===== config.mk =====
export PLATFORM = sky130hd
export DESIGN_NAME = fpu_addsub_arbiter_flat
export DESIGN_NICKNAME = d
export VERILOG_FILES = /design/src/rtl/fpu_addsub_arbiter_pkg.sv /design/src/rtl/fpu_addsub_arbiter_if.sv /design/src/rtl/fpu_addsub_arbiter_rr_arbiter.sv /design/src/rtl/fpu_addsub_arbiter.sv /design/src/flat_wrapper.sv
export SDC_FILE = /design/constraint.sdc
export NUM_CORES = 1
export LEC_CHECK = 0
export ABC_AREA = 1
export BUFFER_PORTS_ARGS = -buffer_cell sky130_fd_sc_hd__buf_4
export CELL_PAD_IN_SITES_DETAIL_PLACEMENT = 1
export CELL_PAD_IN_SITES_GLOBAL_PLACEMENT = 1
export CORE_ASPECT_RATIO = 1.2
export CORE_MARGIN = 5
export CORE_UTILIZATION = 28
export CTS_BUF_LIST = sky130_fd_sc_hd__clkbuf_8
export DETAILED_ROUTE_END_ITERATION = 7
export GPL_TIMING_DRIVEN = 1
export PLACE_DENSITY_LB_ADDON = 0.3
export SLEW_MARGIN = 0
export SYNTH_ARGS = -nofsm -noshare
export SYNTH_HDL_FRONTEND = slang
export SYNTH_SLANG_ARGS = --single-unit
export TNS_END_PERCENT = 30

===== constraint.sdc =====
create_clock -name clk -period 1.4 [get_ports clk]
set_input_delay 0.07 -clock clk [delete_from_list [all_inputs] [get_ports clk]]
set_output_delay 0.07 -clock clk [all_outputs]
set_load 0.01 [all_outputs]

===== src/rtl/fpu_addsub_arbiter_pkg.sv =====
`default_nettype none
// +----------------------------------------------------------------------+
// | Package  : fpu_pkg                                                   |
// | Desc     : Shared types and constants for the add/sub arbiter slice. |
// | Revision : 1.0 - initial release                                     |
// +----------------------------------------------------------------------+
package fpu_pkg;

  // IEEE-754 single precision, packed {sign, exp, mant}
  typedef struct packed {
    logic        sign;
    logic [7:0]  exp;
    logic [22:0] mant;
  } float32_t;

  // Substitute result when the adder never reports completion
  localparam logic [31:0] FP32_QNAN = 32'h7FC0_0000;

  typedef enum logic [2:0] {
    ST_IDLE  = 3'd0,
    ST_LOAD  = 3'd1,
    ST_FLUSH = 3'd2,
    ST_WAIT  = 3'd3,
    ST_RESP  = 3'd4
  } addsub_state_e;

endpackage
`default_nettype wire


===== src/rtl/fpu_addsub_arbiter_if.sv =====
`default_nettype none
// +----------------------------------------------------------------------+
// | Interface: fpu_addsub_arbiter_if                                     |
// | Desc     : Requester-side request/response channels of the arbiter.  |
// | Revision : 1.0 - initial release                                     |
// +----------------------------------------------------------------------+
interface fpu_addsub_arbiter_if #(
  parameter int NREQ = 2
);
  import fpu_pkg::*;

  logic     [NREQ-1:0] req_valid;
  logic     [NREQ-1:0] req_ready;
  float32_t [NREQ-1:0] req_a;
  float32_t [NREQ-1:0] req_b;
  logic     [NREQ-1:0] req_op;
  logic     [NREQ-1:0] resp_valid;
  logic     [NREQ-1:0] resp_ready;
  logic     [31:0]     resp_result;
  logic                resp_timeout;

  // Requester group
  modport master (
    output req_valid, req_a, req_b, req_op, resp_ready,
    input  req_ready, resp_valid, resp_result, resp_timeout
  );

  // Arbiter side
  modport slave (
    input  req_valid, req_a, req_b, req_op, resp_ready,
    output req_ready, resp_valid, resp_result, resp_timeout
  );

endinterface
`default_nettype wire


===== src/rtl/fpu_addsub_arbiter_rr_arbiter.sv =====
`default_nettype none
// +----------------------------------------------------------------------+
// | Module   : rr_arbiter                                                |
// | Desc     : Combinational round-robin pick, searching upward from     |
// |            last_grant+1 and wrapping at NREQ.                        |
// | Revision : 1.0 - initial release                                     |
// +----------------------------------------------------------------------+
module rr_arbiter
  import fpu_pkg::*;
#(
  parameter int NREQ = 2,
  localparam int IW = $clog2(NREQ)
) (
  input  logic [NREQ-1:0] req,
  input  logic [IW-1:0]   last_grant,
  input  logic            en,
  output logic [NREQ-1:0] grant,
  output logic [IW-1:0]   grant_idx
);

  int   idx;
  logic found;

  // First requester after the previous winner takes the grant
  always_comb begin
    grant     = '0;
    grant_idx = '0;
    found     = 1'b0;
    idx       = 0;
    if (en) begin
      for (int k = 1; k <= NREQ; k++) begin
        idx = int'(last_grant) + k;
        if (idx >= NREQ) idx = idx - NREQ;
        if (!found && req[idx]) begin
          found      = 1'b1;
          grant[idx] = 1'b1;
          grant_idx  = IW'(idx);
        end
      end
    end
  end

endmodule
`default_nettype wire


===== src/rtl/fpu_addsub_arbiter.sv =====
`default_nettype none
// +----------------------------------------------------------------------+
// | Module   : fpu_addsub_arbiter                                        |
// | Desc     : Shares one multi-cycle FP add/sub unit between NREQ       |
// |            requesters, with a watchdog for a hung adder.             |
// | Revision : 1.0 - initial release                                     |
// +----------------------------------------------------------------------+
module fpu_addsub_arbiter
  import fpu_pkg::*;
#(
  parameter int NREQ    = 2,
  parameter int TIMEOUT = 64
) (
  input  logic                    clk,
  input  logic                    rst_n,
  fpu_addsub_arbiter_if.slave     bus,
  output logic                    busy,
  output logic                    fpu_sign_a,
  output logic [7:0]              fpu_exp_a,
  output logic [22:0]             fpu_mant_a,
  output logic                    fpu_sign_b,
  output logic [7:0]              fpu_exp_b,
  output logic [22:0]             fpu_mant_b,
  output logic                    fpu_op,
  output logic                    fpu_load,
  input  logic                    fpu_sign_out,
  input  logic [7:0]              fpu_exp_out,
  input  logic [22:0]             fpu_mant_out,
  input  logic                    fpu_valid
);

  localparam int IW = $clog2(NREQ);
  localparam int CW = $clog2(TIMEOUT + 1);

  addsub_state_e   state_q, state_d;
  logic [IW-1:0]   owner_q, owner_d;
  logic [IW-1:0]   last_grant_q, last_grant_d;
  float32_t        a_q, a_d;
  float32_t        b_q, b_d;
  logic            op_q, op_d;
  logic [31:0]     result_q, result_d;
  logic            tmo_q, tmo_d;
  logic [CW-1:0]   cnt_q, cnt_d;

  logic [NREQ-1:0] grant;
  logic [IW-1:0]   grant_idx;
  logic            arb_en;

  assign arb_en = (state_q == ST_IDLE);

  rr_arbiter #(.NREQ(NREQ)) u_rr_arbiter (
    .req        (bus.req_valid),
    .last_grant (last_grant_q),
    .en         (arb_en),
    .grant      (grant),
    .grant_idx  (grant_idx)
  );

  // Ready is masked while reset is held so nothing looks accepted
  assign bus.req_ready    = grant & {NREQ{rst_n}};
  assign bus.resp_valid   = (state_q == ST_RESP) ? (NREQ'(1) << owner_q) : '0;
  assign bus.resp_result  = result_q;
  assign bus.resp_timeout = tmo_q & (state_q == ST_RESP);

  assign busy       = (state_q != ST_IDLE);
  assign fpu_load   = (state_q == ST_LOAD);
  assign fpu_sign_a = a_q.sign;
  assign fpu_exp_a  = a_q.exp;
  assign fpu_mant_a = a_q.mant;
  assign fpu_sign_b = b_q.sign;
  assign fpu_exp_b  = b_q.exp;
  assign fpu_mant_b = b_q.mant;
  assign fpu_op     = op_q;

  // State and datapath registers; reset drops any in-flight request
  always_ff @(posedge clk or negedge rst_n) begin
    if (!rst_n) begin
      state_q      <= ST_IDLE;
      owner_q      <= '0;
      last_grant_q <= IW'(NREQ - 1);
      a_q          <= '0;
      b_q          <= '0;
      op_q         <= 1'b0;
      result_q     <= '0;
      tmo_q        <= 1'b0;
      cnt_q        <= '0;
    end else begin
      state_q      <= state_d;
      owner_q      <= owner_d;
      last_grant_q <= last_grant_d;
      a_q          <= a_d;
      b_q          <= b_d;
      op_q         <= op_d;
      result_q     <= result_d;
      tmo_q        <= tmo_d;
      cnt_q        <= cnt_d;
    end
  end

  // Next-state: accept, load, skip one stale-valid cycle, wait, respond
  always_comb begin
    state_d      = state_q;
    owner_d      = owner_q;
    last_grant_d = last_grant_q;
    a_d          = a_q;
    b_d          = b_q;
    op_d         = op_q;
    result_d     = result_q;
    tmo_d        = tmo_q;
    cnt_d        = cnt_q;
    case (state_q)
      ST_IDLE: begin
        if (|grant) begin
          a_d          = bus.req_a[grant_idx];
          b_d          = bus.req_b[grant_idx];
          op_d         = bus.req_op[grant_idx];
          owner_d      = grant_idx;
          last_grant_d = grant_idx;
          state_d      = ST_LOAD;
        end
      end
      ST_LOAD: state_d = ST_FLUSH;
      ST_FLUSH: begin
        cnt_d   = '0;
        state_d = ST_WAIT;
      end
      ST_WAIT: begin
        if (fpu_valid) begin
          result_d = {fpu_sign_out, fpu_exp_out, fpu_mant_out};
          tmo_d    = 1'b0;
          state_d  = ST_RESP;
        end else if (cnt_q == CW'(TIMEOUT)) begin
          result_d = FP32_QNAN;
          tmo_d    = 1'b1;
          state_d  = ST_RESP;
        end else begin
          cnt_d = cnt_q + 1'b1;
        end
      end
      ST_RESP: begin
        if (bus.resp_ready[owner_q]) state_d = ST_IDLE;
      end
      default: state_d = ST_IDLE;
    endcase
  end

endmodule
`default_nettype wire


===== src/flat_wrapper.sv =====
// flat-port wrapper written by rule: the top's interface ports become plain ports
module fpu_addsub_arbiter_flat import fpu_pkg::*;
#(
  parameter int NREQ    = 2,
  parameter int TIMEOUT = 64
)
  (clk, rst_n, busy, fpu_sign_a, fpu_exp_a, fpu_mant_a, fpu_sign_b, fpu_exp_b, fpu_mant_b, fpu_op, fpu_load, fpu_sign_out, fpu_exp_out, fpu_mant_out, fpu_valid, bus_req_valid, bus_req_a, bus_req_b, bus_req_op, bus_resp_ready, bus_req_ready, bus_resp_valid, bus_resp_result, bus_resp_timeout);
  fpu_addsub_arbiter_if #(.NREQ(NREQ)) bus_i ();
  input  logic clk;
  input  logic rst_n;
  output logic busy;
  output logic fpu_sign_a;
  output logic [7:0] fpu_exp_a;
  output logic [22:0] fpu_mant_a;
  output logic fpu_sign_b;
  output logic [7:0] fpu_exp_b;
  output logic [22:0] fpu_mant_b;
  output logic fpu_op;
  output logic fpu_load;
  input  logic fpu_sign_out;
  input  logic [7:0] fpu_exp_out;
  input  logic [22:0] fpu_mant_out;
  input  logic fpu_valid;
  input wire logic [$bits(bus_i.req_valid)-1:0] bus_req_valid;
  input wire logic [$bits(bus_i.req_a)-1:0] bus_req_a;
  input wire logic [$bits(bus_i.req_b)-1:0] bus_req_b;
  input wire logic [$bits(bus_i.req_op)-1:0] bus_req_op;
  input wire logic [$bits(bus_i.resp_ready)-1:0] bus_resp_ready;
  output wire logic [$bits(bus_i.req_ready)-1:0] bus_req_ready;
  output wire logic [$bits(bus_i.resp_valid)-1:0] bus_resp_valid;
  output wire logic [$bits(bus_i.resp_result)-1:0] bus_resp_result;
  output wire logic [$bits(bus_i.resp_timeout)-1:0] bus_resp_timeout;
  assign bus_i.req_valid = bus_req_valid;
  assign bus_i.req_a = bus_req_a;
  assign bus_i.req_b = bus_req_b;
  assign bus_i.req_op = bus_req_op;
  assign bus_i.resp_ready = bus_resp_ready;
  assign bus_req_ready = bus_i.req_ready;
  assign bus_resp_valid = bus_i.resp_valid;
  assign bus_resp_result = bus_i.resp_result;
  assign bus_resp_timeout = bus_i.resp_timeout;
  fpu_addsub_arbiter #(.NREQ(NREQ), .TIMEOUT(TIMEOUT)) u_core (.clk(clk), .rst_n(rst_n), .bus(bus_i), .busy(busy), .fpu_sign_a(fpu_sign_a), .fpu_exp_a(fpu_exp_a), .fpu_mant_a(fpu_mant_a), .fpu_sign_b(fpu_sign_b), .fpu_exp_b(fpu_exp_b), .fpu_mant_b(fpu_mant_b), .fpu_op(fpu_op), .fpu_load(fpu_load), .fpu_sign_out(fpu_sign_out), .fpu_exp_out(fpu_exp_out), .fpu_mant_out(fpu_mant_out), .fpu_valid(fpu_valid));
endmodule

==> results of run 1 <==
==> layer usage <==
layer	global-route usage, %	vias up	wire, microns
li1	-	2825	-
met1	25.3	3004	8960
met2	43.9	258	13900
met3	5.76	83	1690
met4	11.7	0	1390
met5	0	-	0
==> critical path: cells and delay by family, from the launching register on <==
family	cells	cell delay, ns
DFF	1	0.42
and+or+nand+nor	6	0.46
buffers and inverters	5	0.61
==> through the flow <==
step / area, sq um / setup slack, ns / power (mW) / hold slack, ns / TNS (ns)
floorplan: 4870 / 0.0223 / 9.09 / -0.226 / 0
global route: 10000 / -0.331 / 19.1 / 0.104 / -21.04
global placement: 7400 / -0.0163 / 13.1 / 0.117 / -0.0163
finish: 10000 / -0.235 / 18.0 / 0.0937 / -10.83
detailed placement: 7400 / -0.0315 / 13.3 / 0.126 / -0.392
CTS: 9510 / -0.216 / 16.4 / 0.0839 / -7.94
==> flip-flops by register name, indices dropped and copies added, names as in the netlist <==
name                    cells
u_core.owner_q              1
u_core.fpu_sign_a           1
u_core.fpu_exp_a            8
u_core.fpu_exp_b            8
u_core.fpu_op               1
u_core.state_q              3
u_core.fpu_mant_b          23
u_core.fpu_sign_b           1
u_core.tmo_q                1
u_core.last_grant_q         1
u_core.cnt_q                7
u_core.fpu_mant_a          23
u_core.bus.resp_result     32
==> layout by cell type (no fill, tap or decap), drive strengths merged <==
| master | netlist | layout |
|---|---|---|
| a21oi | 4 | 4 |
| buf | 23 | 326 |
| bufinv | 0 | 1 |
| clkbuf | 5 | 15 |
| clkinv | 0 | 1 |
| clkinvlp | 0 | 1 |
| dfrtp | 109 | 109 |
| dfstp | 1 | 1 |
| diode | 0 | 3 |
| dlygate4sd3 | 0 | 165 |
| ha | 2 | 2 |
| inv | 20 | 23 |
| nand2 | 318 | 318 |
| nand3 | 72 | 72 |
| nand4 | 1 | 1 |
| nor2 | 29 | 29 |
| nor3 | 2 | 2 |
| o21ai | 11 | 11 |
| xnor2 | 1 | 1 |
| xor2 | 2 | 2 |
==> area by class of cell <==
cell class,instances,share of cell area (%)
tap,216,2.70
timing repair buffer,496,45.2
multi-input combinational,442,21.6
inverter,20,0.824
sequential,110,27.5
clock inverter,6,0.675
clock buffer,10,1.37
antenna,3,0.0750
==> synthesized netlist by cell type, types with 4 or more instances <==
cell type and instances:
nand2_1 316, dfrtp_1 109, nand3_1 72, nor2_1 23, inv_1 16, o21ai_0 11
buf_2 10, buf_6 7, buf_4 6, clkbuf_1 5, a21oi_1 4
==> path summary, 6_finish.rpt <==
path / from / to / depth (start not counted)
setup / recovery: u_core.state_q[2] / u_core.fpu_mant_a[5] / 11
hold / removal: bus_req_valid[1] / u_core.last_grant_q / 5
setup reg to reg: u_core.state_q[2] / u_core.fpu_mant_a[5] / 11
hold reg to reg: u_core.last_grant_q / u_core.last_grant_q / 2
max in group asynchronous: rst_n / u_core.last_grant_q / 3
min in group asynchronous: rst_n / u_core.fpu_sign_b / 3
==> what timing repair did <==
action,4_1_cts,5_1_grt
setup endpoints to repair,106,115
setup buffers,9,9
pin swaps,6,8
resized for setup,29,81
hold buffers,165,0
gates cloned,4,5
endpoints found under the hold margin,208,0
==> cells by family (layout without fill, tap and decap cells) <==
group,count (synthesis),after routing,share of synthesized area [%]
AND/OR/NAND/NOR,422,422,35.2
flip-flops,110,110,56.6
buffers and inverters,48,532,5.56
AO/OA/AOI/OAI,15,15,1.54
XOR/XNOR,3,3,0.540
adder cells (fa/ha/maj),2,2,0.514
other,0,3,0
==> power by group through the flow <==
stage          clock, mW  combinational (mW)  sequential, mW
2_1_floorplan          0                2.96            6.13
3_5_place_dp           0                7.73            5.55
5_1_grt             2.29                11.0            5.85
3_3_place_gp           0                7.58            5.50
6_report            2.09                10.2            5.69
4_1_cts             2.18                8.71            5.50
==> run summary, run 1 <==
Total grt overflow - 0
GPL Wtd Cong - 0.770
R2R Setup Slk - -0.24 ns
Antenna-violating nets left - 0
VDD IR max - 750 uV
Clk buf depth - 2
Area fraction of the dominant cell type after synthesis - 56.1%
Max Clock Freq - 0.611 GHz
RSZ-0062 raised after global routing - yes
Top cells by area, synth - dfrtp_1, nand2_1, nand3_1, nor2_1, buf_6
Io pins - 273
Static Leak - 5.13 nW
Crit path time final - 1.64 ns
Slowest stage delay, CP - 0.42 ns
Max Fanout on Critical Path - 6
DR iter-0 viols - 197
Die area - 0.0201 sq mm
Status - complete, but fails checks
First-pass GRT wire length - 37600 microns
Dpl hpwl - 13300 microns
Cell variety after synth - 22
Rows - 52
Most frequent cell on the critical path - nand2_2
Syn_area_per_cell - 8.11 sq um
Register Area - 0.00276 sq mm
Largest net degree at the start of global routing - 59
Clk root buf - clkbuf_8
Wirelength per Cell - 19.9 microns
Initial antenna violation count - 3
Non-filler cells, final - 1303
Final Skew - 0.0239 ns
Endpoints failing setup - 104
Fin util - 59.0%
DIE HEIGHT - 154 microns
CP Launch Type - flop
Placed cell count - 1094
Routed WL - 26000 microns
DRC - 0
Comb pwr share - 56.8%
H-tree depth - 3
Final nets - 1250
CP max stage cell - dfrtp_1
Worst Setup Path Type - reg2reg
Vias per cell - 4.74
Fin. Hold Viols - 0
Syn_nets - 771
Setup ws final - -0.235 ns
CTS Sinks - 110
Violated checks - negative setup slack
Layout cells sized above 1 - 39.6%
Slew Viols, Final - 0
Clk pwr share - 11.6%
Die Span X - 130 microns
Multi-input logic area - 0.00216 sq mm
Worst Tran Pin Value - 0.342 ns
Sw Pwr - 7.42 mW
Initial Util - 28.6%
Vias in the first global route - 7033
Crit. End Element - flop
Yosys synthesis warning count - 0
Netlist area before placement - 0.00486 sq mm
Fin crit share - 117%
Drt pass-1 iters - 4
Crit path cell chain - inv_2 -> nand2_2 -> nor2_4 -> nand2_2 -> buf_6 -> inv_8 -> nor2_4 -> buf_12 -> clkbuf_16 -> nand2_2 -> nand3_1
Relative slew slack - 77.2%
Cell taking the most area after synthesis - dfrtp_1
Clk pin slew, worst setup/hold paths - 0.12 ns
CP Data Required Time - 1.66 ns
P&R area growth vs syn - 106%
Power density cells - 1800 mW/mm^2
HP Class - in2reg
Total GRT Usage - 24.0%
EDFF count, synth - 0
# fillers - 1909
Sequential cell area fraction in the yosys report - 56.6%
Share of flip-flops with an asynchronous set or reset - 100%
PortBufs - 272
Gate Count Post-Synth - 600
Max-cap violations - 0
CTS tree - done
#FFs+latches synth - 110
Cell internal pwr - 10.6 mW
Sequential share of power - 31.6%
DR vias - 6170
Num CTS Buffers - 9
Sw Share - 41.2%
Most used DFF post-synth - dfrtp_1
Critical Path AT - 1.90 ns
Total core area - 0.0170 sq mm
Clk Latency, worst-skew pair - 0.39 ns
(Power assumes the default switching activity.)
==> run 2: changes to the inputs <==
--- a/config.mk
+++ b/config.mk
@@ -6,16 +6,16 @@
 export NUM_CORES = 1
 export LEC_CHECK = 0
 export ABC_AREA = 1
-export BUFFER_PORTS_ARGS = -buffer_cell sky130_fd_sc_hd__buf_4
+export BUFFER_PORTS_ARGS = -buffer_cell sky130_fd_sc_hd__buf_2
 export CELL_PAD_IN_SITES_DETAIL_PLACEMENT = 1
 export CELL_PAD_IN_SITES_GLOBAL_PLACEMENT = 1
 export CORE_ASPECT_RATIO = 1.2
 export CORE_MARGIN = 5
-export CORE_UTILIZATION = 28
+export CORE_UTILIZATION = 34
 export CTS_BUF_LIST = sky130_fd_sc_hd__clkbuf_8
 export DETAILED_ROUTE_END_ITERATION = 7
 export GPL_TIMING_DRIVEN = 1
-export PLACE_DENSITY_LB_ADDON = 0.3
+export PLACE_DENSITY = 0.95
 export SLEW_MARGIN = 0
 export SYNTH_ARGS = -nofsm -noshare
 export SYNTH_HDL_FRONTEND = slang
==> constraint.sdc (replaced) <==
create_clock -name clk -period 2 [get_ports clk]
set_input_delay 0.1 -clock clk [delete_from_list [all_inputs] [get_ports clk]]
set_output_delay 0.1 -clock clk [all_outputs]
set_load 0.01 [all_outputs]
==> run 2 against run 1 <==
Net effect:
- the flow now finishes without violations
- register-to-register slack improved by 0.47 ns
- routed wire length fell by 2.3%
- total power decreased by 42%
- sequential power decreased by 29%
- flip-flop and latch count stayed put
- clock-buffer cell count is 1 lower
- critical path depth is 5 lower
- combinational power fell by 51%
- clock skew decreased by 0.0053 ns
- cell count decreased by 7.1%
- worst hold slack lost 0.061 ns
==> run summary, run 2 (synthesis results as in run 1) <==
Status - finished clean
Placed inst area - 0.00637 sq mm (-14%)
Power density cells - 1270 mW/mm^2 (-29%)
HP Class - in2reg
Placed cell count - 1026 (-6.2%)
FF-to-FF Start - u_core.cnt_q[0]
Largest net degree at the start of global routing - 111 (+88%)
Max Clock Freq - 0.558 GHz
VDD IR max - 537 uV (-28%)
Worst Setup Path Type - reg2out
Worst reg2reg endpoint - u_core.bus.resp_result[28]
Max reg flops - 32 (unchanged)
PortBufs - 272 (unchanged)
Sw Share - 45.3% (+4.1 points)
Slowest stage delay, CP - 0.45 ns (+0.03 ns)
Multi-input logic area - 0.00184 sq mm (-15%)
Static Leak - 4.37 nW (-15%)
Hold Crit Depth - 3 (-2)
Fin. Hold Viols - 0 (unchanged)
Crit path cell chain - inv_2 -> nand3_1 -> nor2_4 -> inv_1 -> nor2_1 -> buf_2
Crit path time final - 1.79 ns
Antenna-violating nets left - 0 (unchanged)
Crit. End Element - primary output
CP Data Required Time - 1.90 ns (+0.24 ns)
Final nets - 1193 (-4.6%)
Vias in the first global route - 7350 (+4.5%)
Clk Latency, worst-skew pair - 0.40 ns (about the same)
Routed WL - 25400 microns (-2.3%)
Post-route cell area - 0.00820 sq mm (-18%)
Register Area - 0.00275 sq mm (about the same)
Max Fanout on Critical Path - 5 (-1)
Clk root buf - clkbuf_8
Clk buf depth - 2 (unchanged)
Worst Tran Pin Value - 0.630 ns (+0.288 ns)
# fillers - 1738 (-9.0%)
R2R Setup Slk - 0.23 ns (+0.47 ns)
Clk pwr share - 14.1% (+2.5 points)
Total core area - 0.0142 sq mm (-16%)
Non-filler cells, final - 1211 (-7.1%)
Total grt overflow - 0 (unchanged)
Reg2Reg Depth - 10 (-1)
Comb pwr share - 47.4% (-9.4 points)
CP Launch Type - flop
Most frequent cells in the layout - nand2_1, buf_2, dlygate4sd3_1
Num CTS Buffers - 9 (unchanged)
Endpoints failing setup - 0 (-100%)
First-pass GRT wire length - 39900 microns (+6.4%)
P&R area growth vs syn - 68.5%
Total GRT Usage - 30.6% (+6.6 points)
CP max stage cell - dfrtp_1
RSZ-0062 raised after global routing - no
CTS Sinks - 110 (unchanged)
Final Skew - 0.0186 ns (-0.00531 ns)
Sw Pwr - 4.73 mW (-36%)
Clk pin slew, worst setup/hold paths - 0.11 ns (about the same)
Die area - 0.0168 sq mm (-16%)
Hold_sp - fpu_mant_out[22]
Slew Viols, Final - 0 (unchanged)
Io pins - 273 (unchanged)
DR vias - 6150 (-0.32%)
Fin crit share - 89.6%
Destination of the worst hold path - u_core.bus.resp_result[22]
DIE HEIGHT - 141 microns (-8.7%)
CTS tree - done
Setup tns final - 0 ns (+10.83 ns)
Wirelength per Cell - 21.0 microns (+5.2%)
Initial Util - 34.2% (+5.5 points)
Max-cap violations - 0 (unchanged)
Total Power - 10.4 mW (-42%)
DR iter-0 viols - 287 (+46%)
Cell internal pwr - 5.71 mW (-46%)
Relative slew slack - 58.0% (-19 points)
Rows - 48 (-7.7%)
Post-CTS Resized - 0 (-100%)
Layout cells sized above 1 - 30.1% (-9.5 points)
Drt pass-1 iters - 5 (+1)
Dpl hpwl - 12600 microns (-5.2%)
Initial antenna violation count - 9 (+6)
GPL Wtd Cong - 0.835 (+8.4%)
Most common cell after layout, fill and taps aside - nand2_1
Vias per cell - 5.08 (+7.2%)
Sequential share of power - 38.5% (+6.9 points)
H-tree depth - 3 (unchanged)
Critical Path AT - 1.69 ns (-0.21 ns)
DRC - 0 (unchanged)
Die Span X - 119 microns (-8.5%)
==> run 2: cell types whose count changed in the layout (fill, tap and decap cells not counted), moves of 10 or more <==
cell     delta
nand2_1    +30
buf_4     -289
nand3_2    -23
buf_6      -13
buf_12     -11
nand2_2    -20
nand3_1    +24
buf_2     +270
nand2_4    -10
==> run 2: how the worst max path moves through the flow <==
stage                                    from                    endpoint  slack (ns)  cells past startpoint
after CTS                   u_core.state_q[1]            bus_req_ready[1]        0.16                      6
final                       u_core.state_q[0]            bus_req_ready[1]        0.21                      6
after global routing          u_core.cnt_q[0]  u_core.bus.resp_result[28]        0.03                     10
after detailed placement    u_core.state_q[0]        u_core.fpu_mant_a[9]        0.22                      9
after global placement    u_core.last_grant_q        u_core.fpu_mant_a[9]        0.32                      7
after floorplan               u_core.cnt_q[0]  u_core.bus.resp_result[10]        0.57                     10
==> run 2: critical path: cells and delay by family (launching register included) <==
family / cells / cell delay, ns
buffers and inverters: 3 / 0.39
AND/OR/NAND/NOR: 3 / 0.47
flip-flops: 1 / 0.45
==> run 2: power groups by stage <==
stage,combinational (mW),clock (mW),sequential [mW]
CTS,4.62,1.48,3.87
global placement,4.16,0,3.85
finish,4.95,1.47,4.02
floorplan,2.07,0,4.29
global route,5.39,1.59,4.12
detailed placement,4.38,0,3.89
==> run 2: area by class of cell <==
| type | instances | area share, % |
|---|---|---|
| well taps | 175 | 2.67 |
| diodes | 9 | 0.275 |
| clock buffers | 9 | 1.51 |
| multi-input cells | 442 | 22.5 |
| repair buffers | 439 | 37.6 |
| flip-flops and latches | 110 | 33.6 |
| inverters | 20 | 0.947 |
| clock inverters | 7 | 0.977 |
==> run 2: stage by stage <==
| step | setup slack [ns] | hold WS [ns] | util [%] |
|---|---|---|---|
| global placement | 0.319 | 0.266 | 44.8 |
| detailed placement | 0.219 | 0.256 | 44.8 |
| finish | 0.207 | 0.0327 | 57.6 |
| CTS | 0.162 | 0.00468 | 57.4 |
| floorplan | 0.572 | -0.196 | - |
| global route | 0.0293 | 0.0349 | 57.6 |
==> run 2: metal layers <==
metal  up-vias  GRT usage (%)  share of wire (%)
met2       354           55.4                 53
met3       140           6.62                6.1
met4         0           22.7                7.5
met5         -              0                  0
li1       2715              -                  -
met1      2941           30.5                 34
==> run 2: repair_timing <==
item | in CTS | in global routing
hold buffers | 159 | 0
setup endpoints to repair | 0 | 2
hold endpoints to repair | 202 | 0
setup buffers | 0 | 1
==> run 3: changes to the inputs <==
--- a/config.mk
+++ b/config.mk
@@ -5,17 +5,17 @@
 export SDC_FILE = /design/constraint.sdc
 export NUM_CORES = 1
 export LEC_CHECK = 0
-export ABC_AREA = 1
+export ABC_AREA = 0
 export BUFFER_PORTS_ARGS = -buffer_cell sky130_fd_sc_hd__buf_2
 export CELL_PAD_IN_SITES_DETAIL_PLACEMENT = 1
 export CELL_PAD_IN_SITES_GLOBAL_PLACEMENT = 1
 export CORE_ASPECT_RATIO = 1.2
 export CORE_MARGIN = 5
-export CORE_UTILIZATION = 34
+export CORE_UTILIZATION = 31
 export CTS_BUF_LIST = sky130_fd_sc_hd__clkbuf_8
 export DETAILED_ROUTE_END_ITERATION = 7
 export GPL_TIMING_DRIVEN = 1
-export PLACE_DENSITY = 0.95
+export PLACE_DENSITY = 0.9
 export SLEW_MARGIN = 0
 export SYNTH_ARGS = -nofsm -noshare
 export SYNTH_HDL_FRONTEND = slang
==> constraint.sdc (replaced) <==
create_clock -name clk -period 1.6 [get_ports clk]
set_input_delay 0.08 -clock clk [delete_from_list [all_inputs] [get_ports clk]]
set_output_delay 0.08 -clock clk [all_outputs]
set_load 0.01 [all_outputs]
==> run 3 against run 2 <==
Net effect:
- the flow now finishes with violations (negative setup slack)
- sequential power up 25%
- global-route usage is 6.4 points lower
- synthesized area increased by 6.2%
- die area up 15%
- cell count is 9.5% lower
- critical path depth is the same
- worst setup slack got worse by 0.40 ns
- utilization shrank 3.6 points
- critical endpoint is now u_core.fpu_mant_b[5]
- largest power group unchanged
==> run summary, run 3 <==
VDD IR max - 633 uV (+18%)
Power density cells - 1640 mW/mm^2 (+28%)
CTS tree - done
Yosys synthesis warning count - 0 (unchanged)
Syn_nets - 614 (-20%)
Hold_sp - fpu_exp_out[3]
Clk pin slew, worst setup/hold paths - 0.11 ns (about the same)
Gate Count Post-Synth - 443 (-26%)
Routed WL - 24100 microns (-5.1%)
Max-cap violations - 0 (unchanged)
Hold Crit Depth - 3 (unchanged)
Setup ws final - -0.196 ns (-0.404 ns)
Sequential share of power - 34.7% (-3.8 points)
Syn_area_per_cell - 11.7 sq um (+44%)
Netlist area before placement - 0.00517 sq mm (+6.2%)
Cell variety after synth - 45 (+100%)
Sw Pwr - 5.86 mW (+24%)
Register Area - 0.00275 sq mm (unchanged)
Cell internal pwr - 8.57 mW (+50%)
Relative slew slack - 74.9% (+17 points)
Static Leak - 4.31 nW (-1.4%)
DIE HEIGHT - 151 microns (+7.4%)
R2R Setup Slk - -0.20 ns (-0.43 ns)
P&R area growth vs syn - 70.7%
GPL Wtd Cong - 0.776 (-7.0%)
Die area - 0.0194 sq mm (+15%)
Met1 Usage GRT - 26.8% (-3.8 points)
GR peak layer - met2
HP Class - in2reg
Initial Util - 31.6% (-2.6 points)
Clk buf depth - 2 (unchanged)
Rows - 51 (+6.3%)
Die Span X - 128 microns (+7.3%)
Top cells by area, synth - dfrtp_1, a221o_1, a21boi_0, a22oi_1, o21ai_0
DRC - 0 (unchanged)
DR vias - 5814 (-5.5%)
Total GRT Usage - 24.2% (-6.4 points)
Dpl hpwl - 13300 microns (+4.9%)
Worst Setup Path Type - reg2reg
EDFF count, synth - 0 (unchanged)
H-tree depth - 3 (unchanged)
Num CTS Buffers - 9 (unchanged)
Placed inst area - 0.00691 sq mm (+8.4%)
Wirelength per Cell - 22.0 microns (+4.8%)
Worst reg2reg endpoint - u_core.fpu_mant_b[5]
Cell taking the most area after synthesis - dfrtp_1
Antenna-violating nets left - 0 (unchanged)
Drt pass-1 iters - 4 (-1)
Initial antenna violation count - 6 (-3)
WHS - 0.0335 ns (+0.000749 ns)
Most frequent cells in the layout - buf_2, dlygate4sd3_1, dfrtp_1
Met3 usage - 5.57% (-1.0 points)
Final nets - 1044 (-12%)
Worst Tran Pin Value - 0.373 ns (-0.257 ns)
Fin. Hold Viols - 0 (unchanged)
# fillers - 1833 (+5.5%)
Vias in the first global route - 6578 (-11%)
Clk root buf - clkbuf_8
Sequential cell area fraction in the yosys report - 53.3% (-3.3 points)
Reg2Reg Depth - 6 (-4)
Multi-input logic area - 0.00209 sq mm (+14%)
Met2 Use GR - 43.1% (-12 points)
Most common cell after layout, fill and taps aside - buf_2
RSZ-0062 raised after global routing - yes
Most frequent cell after synthesis - dfrtp_1
First-pass GRT wire length - 36400 microns (-8.9%)
Max Fanout on Critical Path - 18 (+13)
Final Skew - 0.0215 ns (+0.00285 ns)
Clk pwr share - 11.3% (-2.8 points)
Post-route cell area - 0.00882 sq mm (+7.6%)
PortBufs - 272 (unchanged)
FF-to-FF Start - u_core.last_grant_q
Vias per cell - 5.30 (+4.5%)
DR iter-0 viols - 264 (-8.0%)
CP Launch Type - flop
Slew Viols, Final - 0 (unchanged)
Fin crit share - 112%
Total grt overflow - 0 (unchanged)
Clk Latency, worst-skew pair - 0.37 ns (-0.03 ns)
Layout cells sized above 1 - 39.2% (+9.1 points)
Most used DFF post-synth - dfrtp_1
CTS Sinks - 110 (unchanged)
Max Clock Freq - 0.557 GHz
Max reg flops - 32 (unchanged)
Critical Path AT - 2.04 ns (+0.35 ns)
Crit. End Element - flop
Destination of the worst hold path - u_core.bus.resp_result[26]
Fin util - 54.0% (-3.6 points)
Area fraction of the dominant cell type after synthesis - 52.8% (-3.3 points)
Crit path time final - 1.80 ns
CP Data Required Time - 1.84 ns (-0.06 ns)
Io pins - 273 (unchanged)
Status - complete, but fails checks
List of most frequent post-synthesis cells - dfrtp_1, a221o_1, a21boi_0
Sw Share - 40.6% (-4.7 points)
Violated checks - negative setup slack
#FFs+latches synth - 110 (unchanged)
Largest net degree at the start of global routing - 66 (-41%)
Comb pwr share - 54.0% (+6.6 points)
Endpoints failing setup - 68 (+68)
Share of flip-flops with an asynchronous set or reset - 100% (unchanged)
Total core area - 0.0163 sq mm (+15%)
-- run 3: cell types whose count changed after synthesis, sizes merged, moves of 5 or more --
cell,before,now
o22a,0,9
nor2,29,5
o21a,0,9
inv,20,28
a221o,0,66
nand2,318,6
a21boi,0,65
nand3,72,5
clkbuf,5,15
and3,0,5
buf,23,30
a22oi,0,23
o21ai,11,25
-- run 3: cell type report --
type | count | share of cell area [%]
well taps | 212 | 3.01
flip-flops and latches | 110 | 31.2
multi-input cells | 260 | 23.7
repair buffers | 464 | 38.5
inverters | 28 | 1.22
clock inverters | 5 | 0.497
diodes | 7 | 0.199
clock buffers | 10 | 1.56
-- run 3: cell families after synthesis --
family,count (synthesis),share of synthesized area (%)
AO/OA/AOI/OAI,213,33.2
adder cells (fa/ha/maj),2,0.484
multiplexers,2,0.436
AND/OR/NAND/NOR,43,5.62
buffers and inverters,73,6.93
flip-flops,110,53.3
-- run 3: worst max path at each step --
stage,start,endpoint,slack [ns]
after global routing,u_core.state_q[2],bus_req_ready[1],-0.23
after floorplan,u_core.cnt_q[0],u_core.bus.resp_result[27],0.007
after detailed placement,u_core.state_q[2],u_core.bus.resp_result[30],-0.05
after CTS,u_core.state_q[0],bus_req_ready[0],-0.17
after global placement,u_core.state_q[2],u_core.bus.resp_result[25],-0.02
final,u_core.last_grant_q,u_core.fpu_mant_b[5],-0.20
-- run 3: through the flow --
step                      total power, mW  TNS (ns)  instances  setup slack, ns
final                                14.4     -7.62       1096           -0.196
after global routing                 15.3    -10.53       1095           -0.234
after CTS                            14.1     -4.07       1088           -0.174
after detailed placement             11.7    -0.302        910          -0.0504
after global placement               11.4    -0.166        910          -0.0200
after floorplan                      8.86         0        443          0.00680
-- run 3: critical path: stages (launching register included) --
cell,delay (ns)
dfstp_2,0.40
nand2b_1,0.18
and3_4,0.22
buf_12,0.12
buf_4,0.21
buf_4,0.18
a221o_1,0.36
-- run 3: what timing repair did --
item                       CTS  global route
gates cloned                 1             0
pin swaps                   23            13
setup endpoints to repair   20            95
hold endpoints to repair   197             0
gates resized for setup     15            12
setup buffers                9             1
hold buffers               154             0
-- run 3: power by group through the flow --
stage | registers [mW] | logic [mW] | clock network [mW]
final | 5.01 | 7.79 | 1.63
after global routing | 5.15 | 8.38 | 1.80
after CTS | 4.88 | 7.47 | 1.71
after detailed placement | 4.89 | 6.84 | 0
after global placement | 4.87 | 6.53 | 0
after floorplan | 5.32 | 3.53 | 0
-- run 3: routing by layer --
layer | routed length [microns] | part of all wire (%) | vias to the layer above
met1 | 8740 | 36 | 2913
met4 | 1130 | 4.7 | 0
met5 | 0 | 0 | -
li1 | - | - | 2567
met3 | 1510 | 6.3 | 71
met2 | 12700 | 53 | 263
